### src/rtl/spi_reg_bridge.sv
// SPI mode-0 slave to register-bus bridge. A frame is R/W bit, address, then data, MSB first.
// Each chip select addresses its own register bank; all SPI pins are oversampled by master_clk.
module spi_reg_bridge #(
   parameter int NUM_CS = 2,
   parameter int ADDR_W = 7,
   parameter int DATA_W = 16,
   localparam int BANK_W = (NUM_CS > 1) ? $clog2(NUM_CS) : 1
) (
   input  logic              master_clk,
   input  logic              reset_n,
   input  logic              spi_sclk,
   input  logic              spi_simo,
   input  logic [NUM_CS-1:0] spi_cs_n,
   output logic              spi_somi,
   output logic              spi_somi_oe,
   output logic              wr_stb,
   output logic              rd_stb,
   output logic [ADDR_W-1:0] addr,
   output logic [DATA_W-1:0] wdata,
   output logic [BANK_W-1:0] bank,
   input  logic [DATA_W-1:0] rd_data,
   output logic              err_multi_cs,
   output logic [7:0]        frame_cnt,
   output logic [3:0]        dbg
);

   localparam int CMD_BITS = ADDR_W + 1;
   localparam int MAX_BITS = (CMD_BITS > DATA_W) ? CMD_BITS : DATA_W;
   localparam int CNT_W    = $clog2(MAX_BITS);
   localparam logic [CNT_W-1:0] CMD_LAST  = CNT_W'(CMD_BITS - 1);
   localparam logic [CNT_W-1:0] DATA_LAST = CNT_W'(DATA_W - 1);

   typedef enum logic [1:0] {StIdle, StCmd, StData, StHold} state_e;

   state_e              state_q, state_d;
   logic                sclk_s1, sclk_s2, sclk_s3;
   logic                simo_s1, simo_s2;
   logic [NUM_CS-1:0]   cs_s1, cs_s2;
   logic                sclk_rise, sclk_fall;
   logic                any_low, multi_low, active_high;
   logic [BANK_W-1:0]   low_idx;
   logic                start, cmd_done, data_done;
   logic [1:0]          settle_q;
   logic                settled;
   logic                armed_q;
   logic [CNT_W-1:0]    bit_cnt_q;
   logic [ADDR_W-1:0]   cmd_sr_q;
   logic [CMD_BITS-1:0] cmd_full;
   logic [DATA_W-2:0]   data_sr_q;
   logic [DATA_W-1:0]   data_full;
   logic                rw_q;
   logic [ADDR_W-1:0]   addr_q;
   logic [DATA_W-1:0]   wdata_q;
   logic [BANK_W-1:0]   bank_q;
   logic                wr_stb_q, rd_stb_q;
   logic [1:0]          rd_dly_q;
   logic [DATA_W-1:0]   tx_sr_q;
   logic                somi_q, oe_q;
   logic                err_q;
   logic [7:0]          frame_cnt_q;
   logic                cs1_dbg;

   // Two-flop synchronisers plus one history flop on SCLK for edge detection.
   always_ff @(posedge master_clk or negedge reset_n) begin
      if (!reset_n) begin
         sclk_s1 <= 1'b0;
         sclk_s2 <= 1'b0;
         sclk_s3 <= 1'b0;
         simo_s1 <= 1'b0;
         simo_s2 <= 1'b0;
         cs_s1   <= '1;
         cs_s2   <= '1;
      end else begin
         sclk_s1 <= spi_sclk;
         sclk_s2 <= sclk_s1;
         sclk_s3 <= sclk_s2;
         simo_s1 <= spi_simo;
         simo_s2 <= simo_s1;
         cs_s1   <= spi_cs_n;
         cs_s2   <= cs_s1;
      end
   end

   assign sclk_rise = sclk_s2 & ~sclk_s3;
   assign sclk_fall = ~sclk_s2 & sclk_s3;

   always_comb begin
      any_low   = 1'b0;
      multi_low = 1'b0;
      low_idx   = '0;
      for (int i = 0; i < NUM_CS; i++) begin
         if (!cs_s2[i]) begin
            multi_low = multi_low | any_low;
            any_low   = 1'b1;
            low_idx   = BANK_W'(i);
         end
      end
   end

   assign active_high = cs_s2[bank_q];
   assign settled     = &settle_q;
   assign cmd_full    = {cmd_sr_q, simo_s2};
   assign data_full   = {data_sr_q, simo_s2};

   always_comb begin
      state_d = state_q;
      if (multi_low) begin
         state_d = StIdle;
      end else begin
         case (state_q)
            StIdle: if (armed_q && any_low) state_d = StCmd;
            StCmd: begin
               if (active_high) state_d = StIdle;
               else if (sclk_rise && bit_cnt_q == CMD_LAST) state_d = StData;
            end
            StData: begin
               if (active_high) state_d = StIdle;
               else if (sclk_rise && bit_cnt_q == DATA_LAST) state_d = StHold;
            end
            StHold: if (active_high) state_d = StIdle;
            default: state_d = StIdle;
         endcase
      end
      start     = (state_q == StIdle) && (state_d == StCmd);
      cmd_done  = (state_q == StCmd)  && (state_d == StData);
      data_done = (state_q == StData) && (state_d == StHold);
   end

   always_ff @(posedge master_clk or negedge reset_n) begin
      if (!reset_n) begin
         state_q     <= StIdle;
         settle_q    <= '0;
         armed_q     <= 1'b0;
         bit_cnt_q   <= '0;
         cmd_sr_q    <= '0;
         data_sr_q   <= '0;
         rw_q        <= 1'b0;
         addr_q      <= '0;
         wdata_q     <= '0;
         bank_q      <= '0;
         wr_stb_q    <= 1'b0;
         rd_stb_q    <= 1'b0;
         rd_dly_q    <= '0;
         tx_sr_q     <= '0;
         somi_q      <= 1'b0;
         oe_q        <= 1'b0;
         err_q       <= 1'b0;
         frame_cnt_q <= '0;
      end else begin
         state_q  <= state_d;
         wr_stb_q <= 1'b0;
         rd_stb_q <= 1'b0;
         rd_dly_q <= {rd_dly_q[0], rd_stb_q};

         // Synchronisers hold idle levels right after reset; ignore them until they reflect pins.
         if (!settled) settle_q <= settle_q + 2'd1;

         if (multi_low) begin
            err_q   <= 1'b1;
            armed_q <= 1'b0;
         end else if (start) begin
            armed_q <= 1'b0;
         end else if (state_q == StIdle && settled && !any_low) begin
            armed_q <= 1'b1;
         end

         if (start) begin
            bank_q    <= low_idx;
            bit_cnt_q <= '0;
         end

         if (sclk_rise && state_q == StCmd) begin
            cmd_sr_q  <= cmd_full[ADDR_W-1:0];
            bit_cnt_q <= bit_cnt_q + CNT_W'(1);
         end
         if (sclk_rise && state_q == StData) begin
            data_sr_q <= data_full[DATA_W-2:0];
            bit_cnt_q <= bit_cnt_q + CNT_W'(1);
         end

         if (cmd_done) begin
            addr_q    <= cmd_full[ADDR_W-1:0];
            rw_q      <= cmd_full[ADDR_W];
            rd_stb_q  <= cmd_full[ADDR_W];
            bit_cnt_q <= '0;
         end

         if (data_done) begin
            frame_cnt_q <= frame_cnt_q + 8'd1;
            if (!rw_q) begin
               wdata_q  <= data_full;
               wr_stb_q <= 1'b1;
            end
         end

         // Read data is captured two cycles after rd_stb, ahead of the first falling SCLK.
         if (rd_dly_q[1] && state_q == StData) tx_sr_q <= rd_data;

         if (sclk_fall && state_q == StData && rw_q) begin
            somi_q  <= tx_sr_q[DATA_W-1];
            tx_sr_q <= {tx_sr_q[DATA_W-2:0], 1'b0};
            oe_q    <= 1'b1;
         end

         if (state_d == StIdle) begin
            somi_q   <= 1'b0;
            oe_q     <= 1'b0;
            rd_dly_q <= '0;
         end
      end
   end

   if (NUM_CS > 1) begin : g_dbg_cs1
      assign cs1_dbg = cs_s2[1];
   end else begin : g_dbg_tie
      assign cs1_dbg = 1'b1;
   end

   // A strobe already registered is dropped if a second chip select appears that cycle.
   assign wr_stb       = wr_stb_q & ~multi_low;
   assign rd_stb       = rd_stb_q & ~multi_low;
   assign addr         = addr_q;
   assign wdata        = wdata_q;
   assign bank         = bank_q;
   assign spi_somi     = somi_q & oe_q;
   assign spi_somi_oe  = oe_q;
   assign err_multi_cs = err_q;
   assign frame_cnt    = frame_cnt_q;
   assign dbg          = {sclk_s2, simo_s2, cs1_dbg, cs_s2[0]};

endmodule

### config.mk
export PLATFORM = sky130hd
export DESIGN_NAME = spi_reg_bridge
export DESIGN_NICKNAME = d
export VERILOG_FILES = /design/src/rtl/spi_reg_bridge.sv
export SDC_FILE = /design/constraint.sdc
export NUM_CORES = 1
export LEC_CHECK = 0
export BUFFER_PORTS_ARGS = -buffer_cell sky130_fd_sc_hd__buf_4
export CORE_ASPECT_RATIO = 1.1
export CORE_MARGIN = 2
export CORE_UTILIZATION = 45
export CTS_CLUSTER_DIAMETER = 80
export CTS_CLUSTER_SIZE = 28
export DETAILED_ROUTE_END_ITERATION = 8
export PLACE_DENSITY = 0.7
export SLEW_MARGIN = 25
export SYNTH_ARGS = -nofsm -noshare
export SYNTH_HDL_FRONTEND = slang
export SYNTH_SLANG_ARGS = --single-unit
### constraint.sdc
create_clock -name master_clk -period 3.2 [get_ports master_clk]
set_clock_uncertainty 0.15 [all_clocks]
set_input_delay 0 -clock master_clk [delete_from_list [all_inputs] [get_ports master_clk]]
set_output_delay 0 -clock master_clk [all_outputs]
set_load 0.05 [all_outputs]
* After elaboration in Yosys (flattened, before gate mapping)
Index checks and enable logic that the tools add are counted. Widths: inputs -> output; s select.
Storage, ports and cells: bits of input ports 22, ROM bits 0, bits in latches 0, memories kept 0, register bits after elaboration 96, memory bits (writable) 0
Cells by class: $add $sub $neg 3, bitwise operators 9, mux-type cells 31, shifts and indexed selects 0, reductions and logical operators 22, eq/ne operators 8, magnitude comparators 1, multiply operators 0, divide/modulo/power cells 0
Operators with widths (count):
- $mux 16 | 2
- $mux 1 | 16
- $mux 2 | 8
- $mux 4 | 4
- $logic_and 1x1->1 | 13
- $add 8x1->8 const B | 1
- $eq 2x2->1 const B | 4
- $pmux 2 s4 | 1
- $and 1x1->1 | 5
- $add 4x1->4 const B | 1
- $eq 2x1->1 const B | 2
- $eq 4x3->1 const B | 1
- $eq 4x4->1 const B | 1
- $logic_not 2->1 | 2
- $not 1->1 | 4
- $reduce_and 2->1 | 2
- $reduce_bool 2->1 | 2
- $reduce_bool 4->1 | 1
- $reduce_bool 3->1 | 1
- $add 2x1->2 const B | 1
- $lt 1x2->1 const B | 1
- $logic_not 1->1 | 1

* Longest topological paths before layout
word-level depth 13, depth in mapped cells 7, gate-level depth less buffers 5

* Worst setup path before layout
Ideal clock, no wire load.
path kind reg-to-reg, start register cs_s2[1], end register wdata_q[10] (netlist: wdata[10]), required time 2925 ps, stages on the path, launching flop included 8, setup time 125 ps, path slack 450 ps, period minus slack after synthesis 2750 ps, arrival time 2475 ps, cell sequence dfstp_2 > buf_6 > or3b_4 > a2111oi_4 > nand2b_2 > buf_6 > buf_12 > mux2_4
On the way: cells in the longest elaborated chain, start to end 8, elaborated cells on any way between the ends 14, classes of those cells eq/ne (1); mux (10); reduce/logical (3)
RTL lines:
- start: declaration | line 38 | logic [NUM_CS-1:0] cs_s1, cs_s2;
- start signal: assignment | line 80 | cs_s2 <= cs_s1;
- $mux 1 (on tied branches) | line 100, 92
- $mux 1 (implied by the code) or $logic_and 1x1->1 (tied branches) | line 100, 111
- $mux 2 (on tied branches)
- $pmux 2 s4 | line 110 | case (state_q)
- $mux 2 (*) | line 107 | if (multi_low) begin
- $eq 2x2->1 (*) | line 126 | data_done = (state_q == StData) && (state_d == StHold);
- $logic_and 1x1->1 (*) | line 126
- $reduce_and 2->1 (no source line) (*)
- end signal: assignment | line 191 | wdata_q <= data_full;
- end: declaration | line 53 | logic [DATA_W-1:0] wdata_q;
Mark *: on every way between the ends. The rest lies on a longest branch, timed or not. The select of a mux whose other input is x is not followed. A chain may end at the register's enable or synchronous reset.

* Worst setup path in the final report
start register cs_s2[1], end register wdata_q[5] (netlist: wdata[5])
Same word-level chain as after synthesis.

==> impl_metrics.py <==
metrics = {
    "final_layout": {
        "drive_gt1_share_pct": 36.76,
        "most-common-layout-cells": "92 x dfrtp_1, 69 x buf_4, 37 x mux2_2",
        "fillCellCount": 687,
        "final_common_cell": "dfrtp_1",
        "nets": 409,
        "area_growth_syn_to_layout_pct": 24.71,
        "fin_util_pct": 58.43,
        "multi_input_area_mm2": 0.001463,
        "fin_cells": 500,
        "seqCellArea_mm2": 0.002407,
        "antenna_cells": 0,
    },
    "synth": {
        "synth_largest_area_cell": "dfrtp_1",
        "syn_area_per_cell_um2": 13.42,
        "yosysWarnings": 0,
        "syn_area_mm2": 0.003960,
        "synth_edf_count": 0,
        "synth_area_leaders": "dfrtp_1 58%, mux2_2 11%, mux2i_1 4.0%, mux2_4 3.8%, dfstp_2 2.7%",
        "async_flop_share_pct": 100.0,
        "syn_nets": 320,
        "synthCells": 295,
        "ys_ff_latch": 96,
        "synth-seq-area-share_pct": 60.79,
        "synth_top_area_share_pct": 58.14,
        "ys_types": 41,
        "synthFlopType": "dfrtp_1",
    },
    "worst_setup_path": {
        "slowest_stage": "dfstp_2",
        "r2r_start": "cs_s2[1]",
        "crit_required_ns": 3.29,
        "crit_buf_inv": 1,
        "cp-start-kind": "flip-flop",
        "cp-startpoint": "cs_s2[1]",
        "crit_cells": 5,
        "critical-path-top-delay-family": "simple AND/OR/NAND/NOR gates",
        "reg2reg_depth": 5,
        "max_stage_delay_ns": 0.61,
        "cp_data_arrival_time_ns": 2.67,
        "endpoint_kind": "flip-flop",
        "worstSetupPathType": "reg2reg",
        "cp_max_fo": 16,
        "crit_chain": "or3b_4 > a2111oi_4 > buf_4 > nand2b_2 > mux2_4",
    },
    "detailed_routing": {
        "routed-wl-met2_um": 3433,
        "dr_total_vias": 2539,
        "route.detailed.drc": 0,
        "dr.max_layer_used": "met4",
        "wl_met1_um": 3094,
        "via_per_inst": 5.078,
        "wire_per_inst_um": 13.87,
        "ant_nets": 0,
        "routed_wl_um": 6937,
        "drt_first_pass_iters": 4,
        "drt_iter0_drc": 58,
        "met3_length_um": 311,
    },
    "clocking": {
        "root_buffer": "clkbuf_8",
        "htreeDepth": 3,
        "path_clk_slew_ns": 0.09,
        "cts_sinks": 96,
        "cts_resized": 0,
        "cts_setup_buffers": 0,
        "cts_buffers": 9,
        "cts.path.max_buffers": 2,
        "cts_tree": "yes",
        "clk_latency_ns": 0.36,
    },
    "placed_design": {
        "post-dp-hpwl_um": 4715,
        "gp_congestion": 0.8044,
        "portBuffers": 62,
        "dp_cells": 463,
    },
    "global_routing": {
        "grt_pass1_vias": 2511,
        "grt_max_degree": 49,
        "antenna_found_initial": 0,
        "grtUsageTotal_pct": 15.77,
        "grt_pass1_wl_um": 11850,
        "grt_overflow": 0,
    },
    "floorplanning": {
        "die_h_um": 102.4,
        "design.die.area_mm2": 0.009567,
        "fp.coreArea_mm2": 0.008452,
        "die_x_um": 93.45,
        "num_io_pins": 63,
        "num_rows": 35,
        "start_util_pct": 46.85,
    },
    "timing": {
        "fin_crit_sh_pct": 80.66,
        "hold_viol_final": 0,
        "fin_tns_setup_ns": 0,
        "worst_pin_slew_ns": 0.8760,
        "hold_ws_ns": 0.02739,
        "max_clock_freq_ghz": 0.3874,
        "layout_min_cycle_time_ns": 2.581,
        "max_slew_margin_pct": 41.46,
        "drv_slew": 0,
        "rsz0062_at_grt": "no",
        "setup_viol": 0,
    },
    "pwr": {
        "p_sw_share_pct": 24.15,
        "power.leakage_nw": 2.450,
        "pwr-share-clk_pct": 33.8,
        "p_per_area_mw_per_mm2": 443.8,
        "peakVddDrop_uv": 269.9,
        "combPwrFrac_pct": 7.3,
        "internal-power_mw": 1.663,
        "power_mw": 2.192,
        "switchingPower_mw": 0.5293,
        "sequentialPowerShare_pct": 58.9,
    },
    "run": {
        "drv_cap": 0,
    },
    "run_status": {
        "status": "finished, final reports clean",
    },
    "min_path": {
        "hold_class": "in2async",
    },
}
==> per-layer routing <==
metal | vias to the layer above | track usage, %
li1 | 1212 | -
met1 | 1275 | 20.49
met2 | 44 | 25.51
met3 | 8 | 3.319
met4 | 0 | 7.466
met5 | - | 0
==> kinds of logic after synthesis <==
family          Yosys count  share of synthesized area (%)
compound gates           34                          5.656
simple gates             74                          9.637
buf+inv                  15                          2.401
flops                    96                          60.79
mux                      63                          18.36
xor+xnor                 10                          2.212
fa+ha+maj                 3                         0.9480
==> power groups by stage <==
stage	clock network [mW]	logic (mW)	registers, mW
final	0.741	0.161	1.29
after global routing	0.826	0.180	1.30
after CTS	0.763	0.164	1.29
after detailed placement	0	0.143	1.31
after global placement	0	0.139	1.31
after floorplan	0	0.0709	1.31
==> synthesized netlist by cell type, types with 3 or more instances <==
master,count
dfrtp_1,92
mux2_2,37
nand2_1,26
o21ai_0,17
mux2i_1,16
mux2_4,10
nand3_1,10
nor2_1,9
clkbuf_1,7
xnor2_1,7
nor2b_1,6
a21oi_1,4
dfstp_2,4
a21o_1,3
ha_1,3
inv_1,3
nand2b_1,3
nand4_1,3
xor2_1,3
==> sequential cells by signal, indices dropped and copies added, names as in the netlist, 2 cells and up <==
name	cells
tx_sr_q	16
wdata	16
data_sr_q	15
frame_cnt	8
addr	7
cmd_sr_q	7
bit_cnt_q	4
cs_s1	2
cs_s2	2
rd_dly_q	2
settle_q	2
state_q	2
==> worst paths after layout <==
check	end	slack, ns
min in group master_clk	simo_s1	0.14
worst min-delay path	addr[2]	0.03
worst max-delay path	wdata[5]	0.62
max in group asynchronous	cs_s2[1]	2.09
worst max register to register	wdata[5]	0.62
worst min register to register	simo_s2	0.20
==> stage by stage <==
step	area, um2	setup slack, ns
after detailed placement	4538	0.6023
after global routing	4938	0.4968
after CTS	4938	0.6048
after floorplan	3960	0.4500
after global placement	4538	0.6429
final	4938	0.6189
==> final cells by class <==
cell class,count,area share (%)
clock buffer,11,3.066
inverter,3,0.2280
multi-input combinational,184,29.62
timing repair buffer,90,14.75
tap,111,2.812
clock inverter,5,0.7854
sequential,96,48.75
==> timing repair <==
action	in CTS	in global routing
hold buffers	21	0
setup endpoints to repair	0	0
hold endpoints to repair	66	0
No activity file was read; power rests on OpenSTA's default activity.
